### config.mk
export PLATFORM = sky130hd
export DESIGN_NAME = unidade_controle_param
export DESIGN_NICKNAME = d
export VERILOG_FILES = /design/src/rtl/unidade_controle_param_pkg.sv /design/src/rtl/unidade_controle_param_contador_m.sv /design/src/rtl/unidade_controle_param.sv
export SDC_FILE = /design/constraint.sdc
export NUM_CORES = 1
export LEC_CHECK = 0
export CORE_MARGIN = 4
export CORE_UTILIZATION = 39
export DETAILED_ROUTE_END_ITERATION = 6
export PLACE_DENSITY = 0.59
export SETUP_SLACK_MARGIN = 0.4
export SKIP_CTS_REPAIR_TIMING = 1
export SLEW_MARGIN = 30
export SYNTH_ARGS = -nofsm -noshare
export SYNTH_HDL_FRONTEND = slang
export SYNTH_SLANG_ARGS = --single-unit
### constraint.sdc
create_clock -name clock -period 5 [get_ports clock]
set_input_delay 1 -clock clock [delete_from_list [all_inputs] [get_ports clock]]
set_output_delay 1 -clock clock [all_outputs]
set_load 0.03 [all_outputs]
### src/rtl/unidade_controle_param_pkg.sv
// Shared definitions for the memory-sequence game control unit: state codes
// (also shown on the datapath debug display) and small decode helpers.
package unidade_controle_param_pkg;

  typedef enum logic [3:0] {
    ST_INICIAL          = 4'h0,
    ST_INICIALIZA       = 4'h1,
    ST_INICIA_SEQUENCIA = 4'h2,
    ST_ESPERA           = 4'h3,
    ST_REGISTRA         = 4'h4,
    ST_COMPARA          = 4'h5,
    ST_PROXIMA          = 4'h6,
    ST_FINAL_SEQUENCIA  = 4'h7,
    ST_PROX_SEQUENCIA   = 4'h8,
    ST_PERDE_VIDA       = 4'h9,
    ST_FINAL_ACERTO     = 4'hA,
    ST_FINAL_TIMEOUT    = 4'hC,
    ST_FINAL_ERRO       = 4'hE
  } estado_t;

  localparam logic [3:0] CODIGO_INVALIDO = 4'hF;

  // Game-over states: they hold until a new iniciar request.
  function automatic logic estado_final(estado_t e);
    return (e == ST_FINAL_ACERTO) || (e == ST_FINAL_TIMEOUT) || (e == ST_FINAL_ERRO);
  endfunction

endpackage

### src/rtl/unidade_controle_param_contador_m.sv
// Generic mod-M counter with synchronous clear; fim flags the terminal count.
module contador_m #(
  parameter int M = 16,
  parameter int W = (M > 1) ? $clog2(M) : 1
) (
  input  logic         clock,
  input  logic         reset,
  input  logic         zera,
  input  logic         conta,
  output logic [W-1:0] q,
  output logic         fim
);

  // NOTE: sequential state is written with non-blocking assignments only, so
  // every flop samples the pre-edge values regardless of block ordering.
  always_ff @(posedge clock or posedge reset) begin
    if (reset) begin
      q <= '0;
    end else if (zera) begin
      q <= '0;
    end else if (conta) begin
      if (q == W'(M - 1)) q <= '0;
      else                q <= q + W'(1);
    end
  end

  assign fim = (q == W'(M - 1));

endmodule

### src/rtl/unidade_controle_param.sv
// Control unit for the memory-sequence game: round sequencing, per-play
// timeout with a latched difficulty mode, and a lives system with retry.
module unidade_controle_param
  import unidade_controle_param_pkg::*;
#(
  parameter int N_ROUNDS     = 16,
  parameter int TIMEOUT      = 3000,
  parameter int TIMEOUT_HARD = 1000,
  parameter int MAX_LIVES    = 3,
  localparam int RW = $clog2(N_ROUNDS)
) (
  input  logic          clock,
  input  logic          reset,
  input  logic          iniciar,
  input  logic          jogada,
  input  logic          igual,
  input  logic          fimRodada,
  input  logic          modo,
  output logic          zeraC,
  output logic          contaC,
  output logic          zeraR,
  output logic          registraR,
  output logic [RW-1:0] rodada,
  output logic [3:0]    vidas,
  output logic          acertou,
  output logic          errou,
  output logic          errou_timeout,
  output logic          pronto,
  output logic [3:0]    db_estado
);

  localparam int TW = $clog2(TIMEOUT);

  estado_t        estado, proximo;
  logic           modo_hard;
  logic           zera_t, conta_t, fim_normal, fim_t;
  logic [TW-1:0]  conta_q;
  logic           ultima_vida, ultima_rodada;

  // Play timer: counts espera cycles, cleared whenever a new play window opens.
  assign zera_t  = (estado == ST_INICIAL) || (estado == ST_INICIALIZA) ||
                   (estado == ST_INICIA_SEQUENCIA) || (estado == ST_PROXIMA);
  assign conta_t = (estado == ST_ESPERA);

  contador_m #(.M(TIMEOUT), .W(TW)) u_timeout (
    .clock (clock),
    .reset (reset),
    .zera  (zera_t),
    .conta (conta_t),
    .q     (conta_q),
    .fim   (fim_normal)
  );

  assign fim_t = (estado == ST_ESPERA) &&
                 (modo_hard ? (conta_q == TW'(TIMEOUT_HARD - 1)) : fim_normal);

  assign ultima_vida   = (vidas <= 4'd1);
  assign ultima_rodada = (rodada == RW'(N_ROUNDS - 1));

  // NOTE: asynchronous active-high reset lives in the sensitivity list so the
  // FSM returns to inicial immediately, without waiting for a clock edge.
  always_ff @(posedge clock or posedge reset) begin
    if (reset) estado <= ST_INICIAL;
    else       estado <= proximo;
  end

  always_ff @(posedge clock or posedge reset) begin
    if (reset) begin
      rodada    <= '0;
      vidas     <= 4'(MAX_LIVES);
      modo_hard <= 1'b0;
    end else begin
      case (estado)
        ST_INICIALIZA: begin
          rodada    <= '0;
          vidas     <= 4'(MAX_LIVES);
          modo_hard <= modo;
        end
        ST_PROX_SEQUENCIA: if (!ultima_rodada) rodada <= rodada + RW'(1);
        ST_PERDE_VIDA:     if (!ultima_vida)   vidas  <= vidas - 4'd1;
        default: ;
      endcase
    end
  end

  // NOTE: next state gets a default before the case so no path leaves it
  // unassigned, which would otherwise infer a latch.
  always_comb begin
    proximo = estado;
    case (estado)
      ST_INICIAL:          if (iniciar) proximo = ST_INICIALIZA;
      ST_INICIALIZA:       proximo = ST_INICIA_SEQUENCIA;
      ST_INICIA_SEQUENCIA: proximo = ST_ESPERA;
      ST_ESPERA: begin
        if (fim_t)       proximo = ultima_vida ? ST_FINAL_TIMEOUT : ST_PERDE_VIDA;
        else if (jogada) proximo = ST_REGISTRA;
      end
      ST_REGISTRA:         proximo = ST_COMPARA;
      ST_COMPARA: begin
        if (!igual)         proximo = ultima_vida ? ST_FINAL_ERRO : ST_PERDE_VIDA;
        else if (fimRodada) proximo = ST_FINAL_SEQUENCIA;
        else                proximo = ST_PROXIMA;
      end
      ST_PROXIMA:          proximo = ST_ESPERA;
      ST_FINAL_SEQUENCIA:  proximo = ultima_rodada ? ST_FINAL_ACERTO : ST_PROX_SEQUENCIA;
      ST_PROX_SEQUENCIA:   proximo = ST_INICIA_SEQUENCIA;
      ST_PERDE_VIDA:       proximo = ST_INICIA_SEQUENCIA;
      ST_FINAL_ACERTO, ST_FINAL_TIMEOUT, ST_FINAL_ERRO:
                           if (iniciar) proximo = ST_INICIALIZA;
      default:             proximo = ST_INICIAL;
    endcase
  end

  // Moore output decode.
  always_comb begin
    zeraC         = (estado == ST_INICIAL) || (estado == ST_INICIALIZA) ||
                    (estado == ST_INICIA_SEQUENCIA);
    zeraR         = (estado == ST_INICIAL) || (estado == ST_INICIALIZA);
    registraR     = (estado == ST_REGISTRA);
    contaC        = (estado == ST_PROXIMA);
    pronto        = estado_final(estado);
    errou         = (estado == ST_FINAL_ERRO) || (estado == ST_FINAL_TIMEOUT);
    errou_timeout = (estado == ST_FINAL_TIMEOUT);
    acertou       = (estado == ST_FINAL_ACERTO);
    case (estado)
      ST_INICIAL, ST_INICIALIZA, ST_INICIA_SEQUENCIA, ST_ESPERA, ST_REGISTRA,
      ST_COMPARA, ST_PROXIMA, ST_FINAL_SEQUENCIA, ST_PROX_SEQUENCIA,
      ST_PERDE_VIDA, ST_FINAL_ACERTO, ST_FINAL_TIMEOUT, ST_FINAL_ERRO:
               db_estado = estado;
      default: db_estado = CODIGO_INVALIDO;
    endcase
  end

endmodule

After elaboration in Yosys (flattened, before gate mapping)
Index checks and enable logic that the tools add are counted.
Widths: inputs -> output; s select.
Cells by class
  add/subtract/negate cells: 3
  order comparisons: 1
  equal/unequal tests: 19
  mux-type cells: 18
  reductions and logical operators: 18
Operator list (count)
  $mux 12: 3
  $mux 4: 7
  $pmux 4 s7: 1
  $eq 4x4->1 const B: 6
  $eq 4x3->1 const B: 4
  $pmux 4 s2: 2
  $reduce_or 13->1: 1
  $add 12x1->12 const B: 1
  $eq 12x10->1 const B: 1
  $eq 12x12->1 const B: 1
  $eq 4x2->1 const B: 2
  $logic_or 1x1->1: 6
  $mux 3: 2
  $reduce_and 2->1: 3
  $reduce_bool 2->1: 3
  $add 4x1->4 const B: 1
  $eq 4x1->1 const B: 1
  $le 4x1->1 const B: 1
  $logic_not 4->1: 1
  $ne 2x2->1 const B: 2
  $reduce_or 4->1: 1
  $sub 4x1->4 const B: 1
  $ne 3x2->1 const B: 1
  $reduce_or 3->1: 1
  other kinds (5): 6
Word-level totals
  register bits: 25
  bits of input ports: 7
  output and inout bits: 20

Longest topological paths before layout
Gate-level depths: netlist of run 1.
  depth after elaboration: 5
  depth in mapped cells: 6

Cells and area by module
A second synthesis of run 1 with hierarchy kept.
Unflattened totals
  cell total of the unflattened synthesis: 187
  area total of the unflattened synthesis: 1662.8 um2
Modules (own cells, without submodules)
  unidade_controle_param: times used 1, cells each 114, area each 989.7 um2, sequential area each 327.8 um2
  contador_m: times used 1, cells each 73, area each 673.1 um2, sequential area each 300.3 um2

Worst setup path before layout of run 1
OpenSTA, ideal clock, no wires.
  kind: reg-to-output
  from: register estado[3]
  to: output errou_timeout
  data arrival time: 1.682 ns
  data required time: 4.000 ns
  slack: 2.318 ns
  stages on the path, launching flop included: 5
  cell sequence: dfrtp_1 > buf_2 > buf_1 > nand2_1 > nor3_1
On the way
  longest elaborated chain between the ends: 1
Ends and longest elaborated chain
  start: declaration: line unidade_controle_param.sv:34  | estado_t estado, proximo;
  start signal: assignment: line unidade_controle_param.sv:64  | else estado <= proximo;
  $eq 4x4->1: line unidade_controle_param.sv:123  | errou_timeout = (estado == ST_FINAL_TIMEOUT);
  end: declaration: line unidade_controle_param.sv:27  | output logic errou_timeout,
Every way passes these cells.

Final worst setup path of run 1
  from: register estado[3]
  to: output pronto
On the way
  longest elaborated chain between the ends: 3
  elaborated cells on any way between the ends: 5
Ends and longest elaborated chain
  $eq 4x4->1: line unidade_controle_param_pkg.sv:25  | return (e == ST_FINAL_ACERTO) || (e == ST_FINAL_TIMEOUT) || (e == ST_FINAL_ERRO);
  $logic_or 1x1->1: line unidade_controle_param_pkg.sv:25
  $logic_or 1x1->1 *: line unidade_controle_param_pkg.sv:25
  end: declaration: line unidade_controle_param.sv:28  | output logic pronto,
Mark *: on every way between the ends. The rest lies on a longest branch, timed or not.

==> metrics.csv, run 1 <==
stage,metric,value,unit
outcome,status,completed,
worst_setup_path,end_kind,primary output,
hold_path,worst_hold_startpoint,u_timeout.q[1],
synthesis,synth_compound_gate_area_share,17.1,%
cts,cts_root_buf,clkbuf_8,
synthesis,yosysMostFrequentCell,dfrtp_1,
synthesis,muxShareOfSynthArea,3.27,%
global_routing,grt_pass1_vias,1416,
run,cap_viol_max_count,0,
drt,ant_nets,0,
worst_setup_path,worstReg2RegStart,estado[0],
synthesis,syn-cell-area,0.00161,mm^2
worst_setup_path,reg2reg_slack,2940,ps
cts,cts_made_buffers,3,
hold_path,min_to,u_timeout.q[1],
sta,setup_slack,1760,ps
final_layout,fillers,369,
worst_setup_path,cp_top_family,flip-flops,
pwr,p_leak,0.822,nW
worst_setup_path,crit_start,estado[3],
final_layout,fin_nets,216,
drt,wl,3580,um
drt,vias,1410,
worst_setup_path,worstPathCellList,nand2_1 > o22ai_1 > clkdlybuf4s50_1,
floorplanning,die_area,0.00521,mm^2
floorplanning,die_y,72.2,um
cts,cts_buffer_depth,2,
hold_path,hold_class,reg -> reg,
sta,clock_skew,1.91,ps
synthesis,async_flop_share,100,%
worst_setup_path,crit_arrival,2240,ps
cts,htree_num_levels,1,
synthesis,ys_seq_area_share,39.1,%
drt,via_per_inst,5.55,
sta,hold_viol_final,0,
final_layout,multi_input_area,907,um^2
synthesis,synth_area_leaders,"dfrtp_1, nor2_1, a21oi_1",
placement,placed_cells,250,
global_routing,grt_pass1_wl,6150,um
synthesis,synth_fa_ha_area_share,3.11,%
worst_setup_path,worst_ep_required_time,4000,ps
worst_setup_path,crit_slowest_cell,dfrtp_1,
synthesis,synth-xor-area-share,4.90,%
final_layout,layout-drive-gt1-share,8.33,%
sta,tns,0,ps
sta,slew_violations,0,
global_routing,grt_max_degree,26,
sta,rsz0062_at_grt,false,
final_layout,stdcell_count,254,
floorplanning,chipWidth,72.2,um
drt,wl_per_cell,14.1,um
sta,worst_pin_slew,750,ps
synthesis,synth-simple-area-share,28.0,%
sta,setup_viol,0,
synthesis,synth_common_cells,"dfrtp_1, nor2_1, nand2_1, a21oi_1, o21ai_0",
global_routing,antenna_found_initial,0,
drt,drc,0,
pwr,totalPowerFinal,0.919,mW
drt,drt_pass1_iterations,4,
worst_setup_path,timing.rr.end,vidas[3],
worst_setup_path,rr_worst_depth,5,
synthesis,synth_top_family_by_area,simple AND/OR/NAND/NOR gates,
synthesis,yosys_warnings,0,
cts,cts.sink_count,25,
global_routing,overflow,0,
synthesis,synth_nets,194,
sta,fmax,309,MHz
synthesis,synth_top_cell_area_share,35.8,%
placement,hpwl,2580,um
pwr,power_density,473,mW/mm^2
synthesis,yosys_most_used_dff,dfrtp_1,
cts,clk_latency,270,ps
floorplanning,io_pins,27,
worst_setup_path,critPathKind,reg -> out,
final_layout,ff_latch_area,628,um^2
pwr,ir_drop,0.223,mV
global_routing,grt.total_usage,14.4,%
synthesis,synth_seq_cells,25,
floorplanning,initial_utilization,40.2,%
floorplanning,rows,23,
hold_path,worstHoldPathCells,2,
synthesis,syn_inst,183,
final_layout,fin_util,48.5,%
drt,drt_iter0_markers,75,
synthesis,synth_area_leader_cell,dfrtp_1,
final_layout,area_delta_synth_final,20.8,%
cts,tritoncts,yes,
placement,io_buffers,26,
placement,globalplace.congestion,0.921,
cts,cts.clk_slew.worst_paths,90,ps
sta,maxSlewHeadroom,50.0,%
worst_setup_path,cp-start-kind,register,
placement,dp_slack,2050,ps
final_layout,diodes,0,
synthesis,synth-edff-count,0,
floorplanning,coreArea,0.00400,mm^2
worst_setup_path,path_buf_inv,1,
synthesis,syn_area_per_cell,8.79,um^2
synthesis,synth_cell_types,46,
sta,fin_crit,3240,ps
sta,min_period_over_period,64.8,%
worst_setup_path,crit_path_max_fanout,23,
worst_setup_path,cpPeakStageDelay,840,ps
==> layout by cell type, fill, tap and decap left out, types with 7 or more instances in the layout <==
cell	netlist	layout
o21ai_0	13	13
nor2_1	20	20
nand2_1	15	15
nor3_1	7	7
a21oi_1	13	13
inv_1	10	9
dfrtp_1	23	23
clkdlybuf4s50_1	0	26
nand3_1	9	9
==> through the flow <==
stage          hold slack, ps  area (um^2)
2_1_floorplan             467         1610
4_1_cts                   521         1940
3_3_place_gp              510         1900
6_report                  517         1940
3_5_place_dp              499         1900
5_1_grt                   541         1940
==> worst register-to-register path: cells and delay by family (launching register included) <==
family | cells | cell delay [ps]
DFF | 1 | 780
and+or+nand+nor | 3 | 670
AOI/OAI and AO/OA | 1 | 340
xor gates and xnor gates | 1 | 160
==> power breakdown <==
group	internal, mW	switching, mW
combinational	0.182	0.273
sequential	0.238	0.104
clock	0.0558	0.0669
total	0.475	0.443
==> cells by family after synthesis <==
family,Yosys count
flops,25
compound gates,41
xor+xnor,9
simple gates,80
buf+inv,19
mux,5
fa+ha+maj,4
==> cell type report <==
cell class | count | share of cell area [%]
Tap cell | 50 | 3.22
Sequential cell | 25 | 32.3
Clock buffer | 3 | 2.13
Inverter | 10 | 1.93
Clock inverter | 1 | 0.258
Timing Repair Buffer | 26 | 13.4
Multi-Input combinational cell | 139 | 46.7
==> per-layer routing <==
metal,vias up,global-route usage (%),share of wire [%]
li1,690,-,-
met1,699,18.8,46
met2,19,24.9,52
met3,2,2.22,2.0
met4,0,3.76,0.48
met5,-,0,0
==> registers in the layout, summed over array words and instances (netlist names) <==
name and cells:
estado 4, vidas 4, u_timeout.q 12, rodada 4, modo_hard 1
==> worst max path at each step <==
stage	to	depth (start not counted)
floorplan	errou_timeout	4
global placement	pronto	3
detailed placement	pronto	3
CTS	pronto	3
global route	pronto	3
finish	pronto	3
Note: power is estimated with default switching activity, not from simulation.
==> run 2, diff against run 1 <==
==> constraint.sdc (replaced) <==
create_clock -name clock -period 3.2 [get_ports clock]
set_input_delay 0.64 -clock clock [delete_from_list [all_inputs] [get_ports clock]]
set_output_delay 0.64 -clock clock [all_outputs]
set_load 0.03 [all_outputs]
==> run 2 against run 1 <==
Net effect: via count fell by 1.1%; clock skew grew 0.59 ps; cell area increased by 1.2%; power up 61%; routed wire length up 7.0%; global-route usage rose by 1.2 points; core utilization rose by 0.56 points.
==> metrics.csv, run 2 (same netlist as run 1, synthesis figures left out) <==
stage,metric,value,unit
outcome,status,completed,
drt,wl_per_cell,14.9,um
sta,setup_viol,0,
pwr,p_switching,0.722,mW
final_layout,fin_nets,218,
hold_path,min_to,u_timeout.q[1],
cts,cts.sink_count,25,
sta,setup_slack,545,ps
global_routing,grt_pass1_vias,1463,
floorplanning,io_pins,27,
floorplanning,rows,23,
sta,slew_violations,0,
placement,io_buffers,26,
cts,tritoncts,yes,
pwr,p_sw_share,48.8,%
worst_setup_path,worst_ep_required_time,2560,ps
worst_setup_path,crit_arrival,2020,ps
floorplanning,die_y,72.2,um
final_layout,final_area,0.00196,mm^2
sta,fin_crit,2660,ps
pwr,totalPowerFinal,1.48,mW
pwr,combPwrFrac,52.2,%
pwr,clock_power_share,14.1,%
final_layout,layout_commonest_cell,clkdlybuf4s50_1,
floorplanning,chipWidth,72.2,um
final_layout,stdcell_count,256,
cts,cts_root_buf,clkbuf_8,
drt,drc,0,
global_routing,grt.total_usage,15.6,%
drt,via_per_inst,5.45,
drt,ant_nets,0,
floorplanning,die_area,0.00521,mm^2
drt,vias,1395,
pwr,p_leak,0.834,nW
pwr,ir_drop,0.383,mV
sta,clock_skew,2.50,ps
pwr,pwr-share-seq,33.6,%
sta,hold_slack,527,ps
final_layout,fin_util,49.1,%
worst_setup_path,crit_path_max_fanout,13,
worst_setup_path,reg2reg_slack,1140,ps
worst_setup_path,rr_worst_depth,6,
final_layout,layout_common_cells,"clkdlybuf4s50_1, dfrtp_1, nor2_1",
drt,drt_iter0_markers,98,
cts,htree_num_levels,1,
sta,hold_viol_final,0,
hold_path,worst_hold_startpoint,u_timeout.q[1],
global_routing,overflow,0,
sta,worst_pin_slew,727,ps
final_layout,largest_reg_flops,12,
pwr,intPower,0.759,mW
worst_setup_path,worstReg2RegStart,vidas[0],
hold_path,hold_class,reg -> reg,
sta,min_period_over_period,83.0,%
sta,rsz0062_at_grt,false,
final_layout,area_delta_synth_final,22.2,%
sta,maxSlewHeadroom,51.0,%
worst_setup_path,critPathKind,reg -> out,
placement,dpl-instance-area,0.00191,mm^2
final_layout,diodes,0,
cts,cts_made_buffers,3,
floorplanning,coreArea,0.00400,mm^2
cts,cts.clk_slew.worst_paths,100,ps
worst_setup_path,end_kind,primary output,
pwr,power_density,754,mW/mm^2
floorplanning,initial_utilization,40.2,%
hold_path,worstHoldPathCells,2,
sta,tns,0,ps
drt,wl,3820,um
global_routing,grt_pass1_wl,6550,um
cts,clk_latency,280,ps
placement,globalplace.congestion,0.917,
cts,cts_buffer_depth,2,
run,cap_viol_max_count,0,
drt,drt_pass1_iterations,4,
worst_setup_path,cp-start-kind,register,
global_routing,antenna_found_initial,0,
final_layout,regMostFlops,u_timeout.q,
placement,hpwl,2770,um
final_layout,layout-drive-gt1-share,10.2,%
sta,fmax,377,MHz
worst_setup_path,timing.rr.end,estado[0],
placement,placed_cells,252,
placement,dp_slack,807,ps
global_routing,grt_max_degree,26,
-- run 2: cell count changes in the layout (fill, tap and decap cells not counted), sizes merged --
cell | previous run | this run
clkinv | 1 | 0
clkinvlp | 0 | 1
clkdlybuf4s50 | 26 | 25
dlymetal6s2s | 0 | 1
buf | 0 | 2
-- run 2: per-layer routing --
metal  up-vias  wire length (um)  GRT usage [%]
met4         0                52           6.05
met2        27              1950           26.0
met1       668              1720           20.2
met5         -                 0              0
li1        694                 -              -
met3         6               103           2.63
-- run 2: power groups by stage --
stage               combinational (mW)  sequential (mW)  clock, mW
global route                     0.836            0.516      0.228
global placement                 0.769            0.495          0
detailed placement               0.771            0.499          0
CTS                              0.776            0.494      0.211
floorplan                        0.558            0.464          0
finish                           0.774            0.498      0.209
-- run 2: final cells by class --
| type | instances | area, um^2 |
|---|---|---|
| clock inverters | 1 | 7.51 |
| clock buffers | 3 | 41.3 |
| well taps | 50 | 62.6 |
| fillers | 388 | 2040 |
| multi-input cells | 139 | 907 |
| repair buffers | 28 | 278 |
| flip-flops and latches | 25 | 631 |
| inverters | 10 | 37.5 |
-- run 2: worst max path at each step --
stage / slack [ps] / start / end
after floorplan: 880 / estado[3] / errou_timeout
after global placement: 860 / estado[1] / pronto
after detailed placement: 810 / estado[2] / registraR
after CTS: 480 / estado[2] / registraR
after global routing: 440 / estado[3] / zeraR
final: 540 / estado[3] / zeraR
-- run 2: worst max-delay path: stages (launching register included) --
cell	delay, ps
dfrtp_1	510
buf_4	250
nor3_1	250
clkdlybuf4s50_1	710
==> run 3, diff against run 2 <==
--- a/config.mk
+++ b/config.mk
@@ -8,7 +8,7 @@
 export CORE_MARGIN = 4
 export CORE_UTILIZATION = 39
 export DETAILED_ROUTE_END_ITERATION = 6
-export PLACE_DENSITY = 0.59
+export PLACE_DENSITY = 0.61
 export SETUP_SLACK_MARGIN = 0.4
 export SKIP_CTS_REPAIR_TIMING = 1
 export SLEW_MARGIN = 30
==> constraint.sdc (replaced) <==
create_clock -name clock -period 2.4 [get_ports clock]
set_input_delay 0.48 -clock clock [delete_from_list [all_inputs] [get_ports clock]]
set_output_delay 0.48 -clock clock [all_outputs]
set_load 0.03 [all_outputs]
==> run 3 against run 2 <==
Net effect: core utilization increased by 2.0 points; critical path type unchanged; cell count increased by 2.3%; clock skew increased by 9.3 ps.
==> metrics.csv, run 3 (same netlist as run 1, synthesis figures left out) <==
stage,metric,value,unit
cts,cts.clk_slew.worst_paths,110,ps
final_layout,largest_reg_flops,12,
drt,drt_pass1_iterations,4,
floorplanning,coreArea,0.00400,mm^2
worst_setup_path,crit_arrival,1480,ps
worst_setup_path,end_kind,primary output,
final_layout,fin_nets,224,
floorplanning,die_y,72.2,um
cts,htree_num_levels,1,
floorplanning,chipWidth,72.2,um
placement,dp_slack,315,ps
pwr,combPwrFrac,55.7,%
cts,cts_root_buf,clkbuf_8,
run,cap_viol_max_count,0,
sta,fmax,511,MHz
drt,ant_nets,0,
final_layout,final_area,0.00204,mm^2
final_layout,regMostFlops,u_timeout.q,
placement,globalplace.congestion,0.895,
cts,tritoncts,yes,
sta,min_period_over_period,81.5,%
drt,drc,0,
drt,wl,3930,um
final_layout,layout-drive-gt1-share,15.6,%
pwr,ir_drop,0.417,mV
pwr,p_switching,0.988,mW
floorplanning,io_pins,27,
pwr,intPower,1.06,mW
pwr,p_sw_share,48.3,%
cts,clk_latency,290,ps
worst_setup_path,cp-start-kind,register,
floorplanning,initial_utilization,40.2,%
global_routing,grt_pass1_wl,6870,um
sta,hold_viol_final,0,
worst_setup_path,crit_start,estado[0],
final_layout,diodes,0,
final_layout,area_delta_synth_final,27.2,%
pwr,pwr-share-seq,30.7,%
drt,drt_iter0_markers,95,
sta,clock_skew,11.8,ps
sta,setup_slack,443,ps
placement,hpwl,3010,um
global_routing,grt.total_usage,16.6,%
pwr,power_density,1000,mW/mm^2
floorplanning,die_area,0.00521,mm^2
sta,hold_slack,436,ps
sta,fin_crit,1960,ps
cts,cts.sink_count,25,
drt,via_per_inst,5.53,
cts,cts_made_buffers,3,
hold_path,hold_class,in -> async,
floorplanning,rows,23,
worst_setup_path,critPathKind,reg -> out,
sta,tns,0,ps
sta,slew_violations,0,
drt,vias,1449,
pwr,clock_power_share,13.6,%
global_routing,antenna_found_initial,0,
worst_setup_path,crit_path_max_fanout,18,
global_routing,grt_pass1_vias,1486,
pwr,p_leak,0.979,nW
final_layout,layout_common_cells,"nor2_1, dfrtp_1, nand2_1",
placement,dpl-instance-area,0.00197,mm^2
sta,rsz0062_at_grt,true,
cts,cts_buffer_depth,2,
outcome,status,completed,
worst_setup_path,worst_ep_required_time,1920,ps
drt,wl_per_cell,15.0,um
sta,setup_viol,0,
sta,maxSlewHeadroom,68.9,%
placement,io_buffers,26,
sta,worst_pin_slew,464,ps
global_routing,grt_max_degree,19,
global_routing,overflow,0,
worst_setup_path,worstReg2RegStart,estado[2],
[run 3: changes by cell type in the layout (fill, tap and decap cells not counted), moves of 2 or more]
cell | previous run | this run
nor3_1 | 7 | 5
dlymetal6s2s_1 | 1 | 10
clkbuf_2 | 0 | 3
nor3_2 | 0 | 2
buf_4 | 2 | 8
clkdlybuf4s50_1 | 25 | 13
[run 3: path summary, 6_finish.rpt]
check / slack [ps] / end / cells after the start
hold / removal: 440 / rodada[2] / 2
hold reg to reg: 530 / u_timeout.q[1] / 2
min in group clock: 530 / u_timeout.q[1] / 2
setup reg to reg: 480 / vidas[3] / 6
max in group asynchronous: 1380 / estado[1] / 3
setup / recovery: 440 / registraR / 3
[run 3: cell type report]
class / instances / area (um^2)
Clock buffer: 3 / 41.3
Fill cell: 373 / 1960
Tap cell: 50 / 62.6
Sequential cell: 25 / 632
Inverter: 10 / 37.5
Timing Repair Buffer: 34 / 330
Multi-Input combinational cell: 139 / 932
Clock inverter: 1 / 8.76
[run 3: metal layers]
metal  GRT usage, %  routed length [um]
met5              0                   0
met4           5.43                  65
met3           2.49                  94
met2           28.7                2020
met1           21.1                1760
[run 3: power by group through the flow]
| stage | logic (mW) | registers (mW) | clock network (mW) |
|---|---|---|---|
| detailed placement | 1.16 | 0.627 | 0 |
| global route | 1.26 | 0.649 | 0.305 |
| global placement | 1.16 | 0.618 | 0 |
| finish | 1.14 | 0.627 | 0.278 |
| CTS | 1.16 | 0.620 | 0.287 |
| floorplan | 0.759 | 0.619 | 0 |
[run 3: stage by stage]
stage          power, mW  util, %  instances
5_1_grt             2.21     51.1        262
4_1_cts             2.07     50.5        262
6_report            2.05     51.1        262
3_3_place_gp        1.78     49.3        258
2_1_floorplan       1.38        -        183
3_5_place_dp        1.79     49.3        258
[run 3: critical path, stage by stage, from the launching register on]
cell            delay, ps
dfrtp_1               450
buf_4                 230
nor3_1                200
dlymetal6s2s_1        320
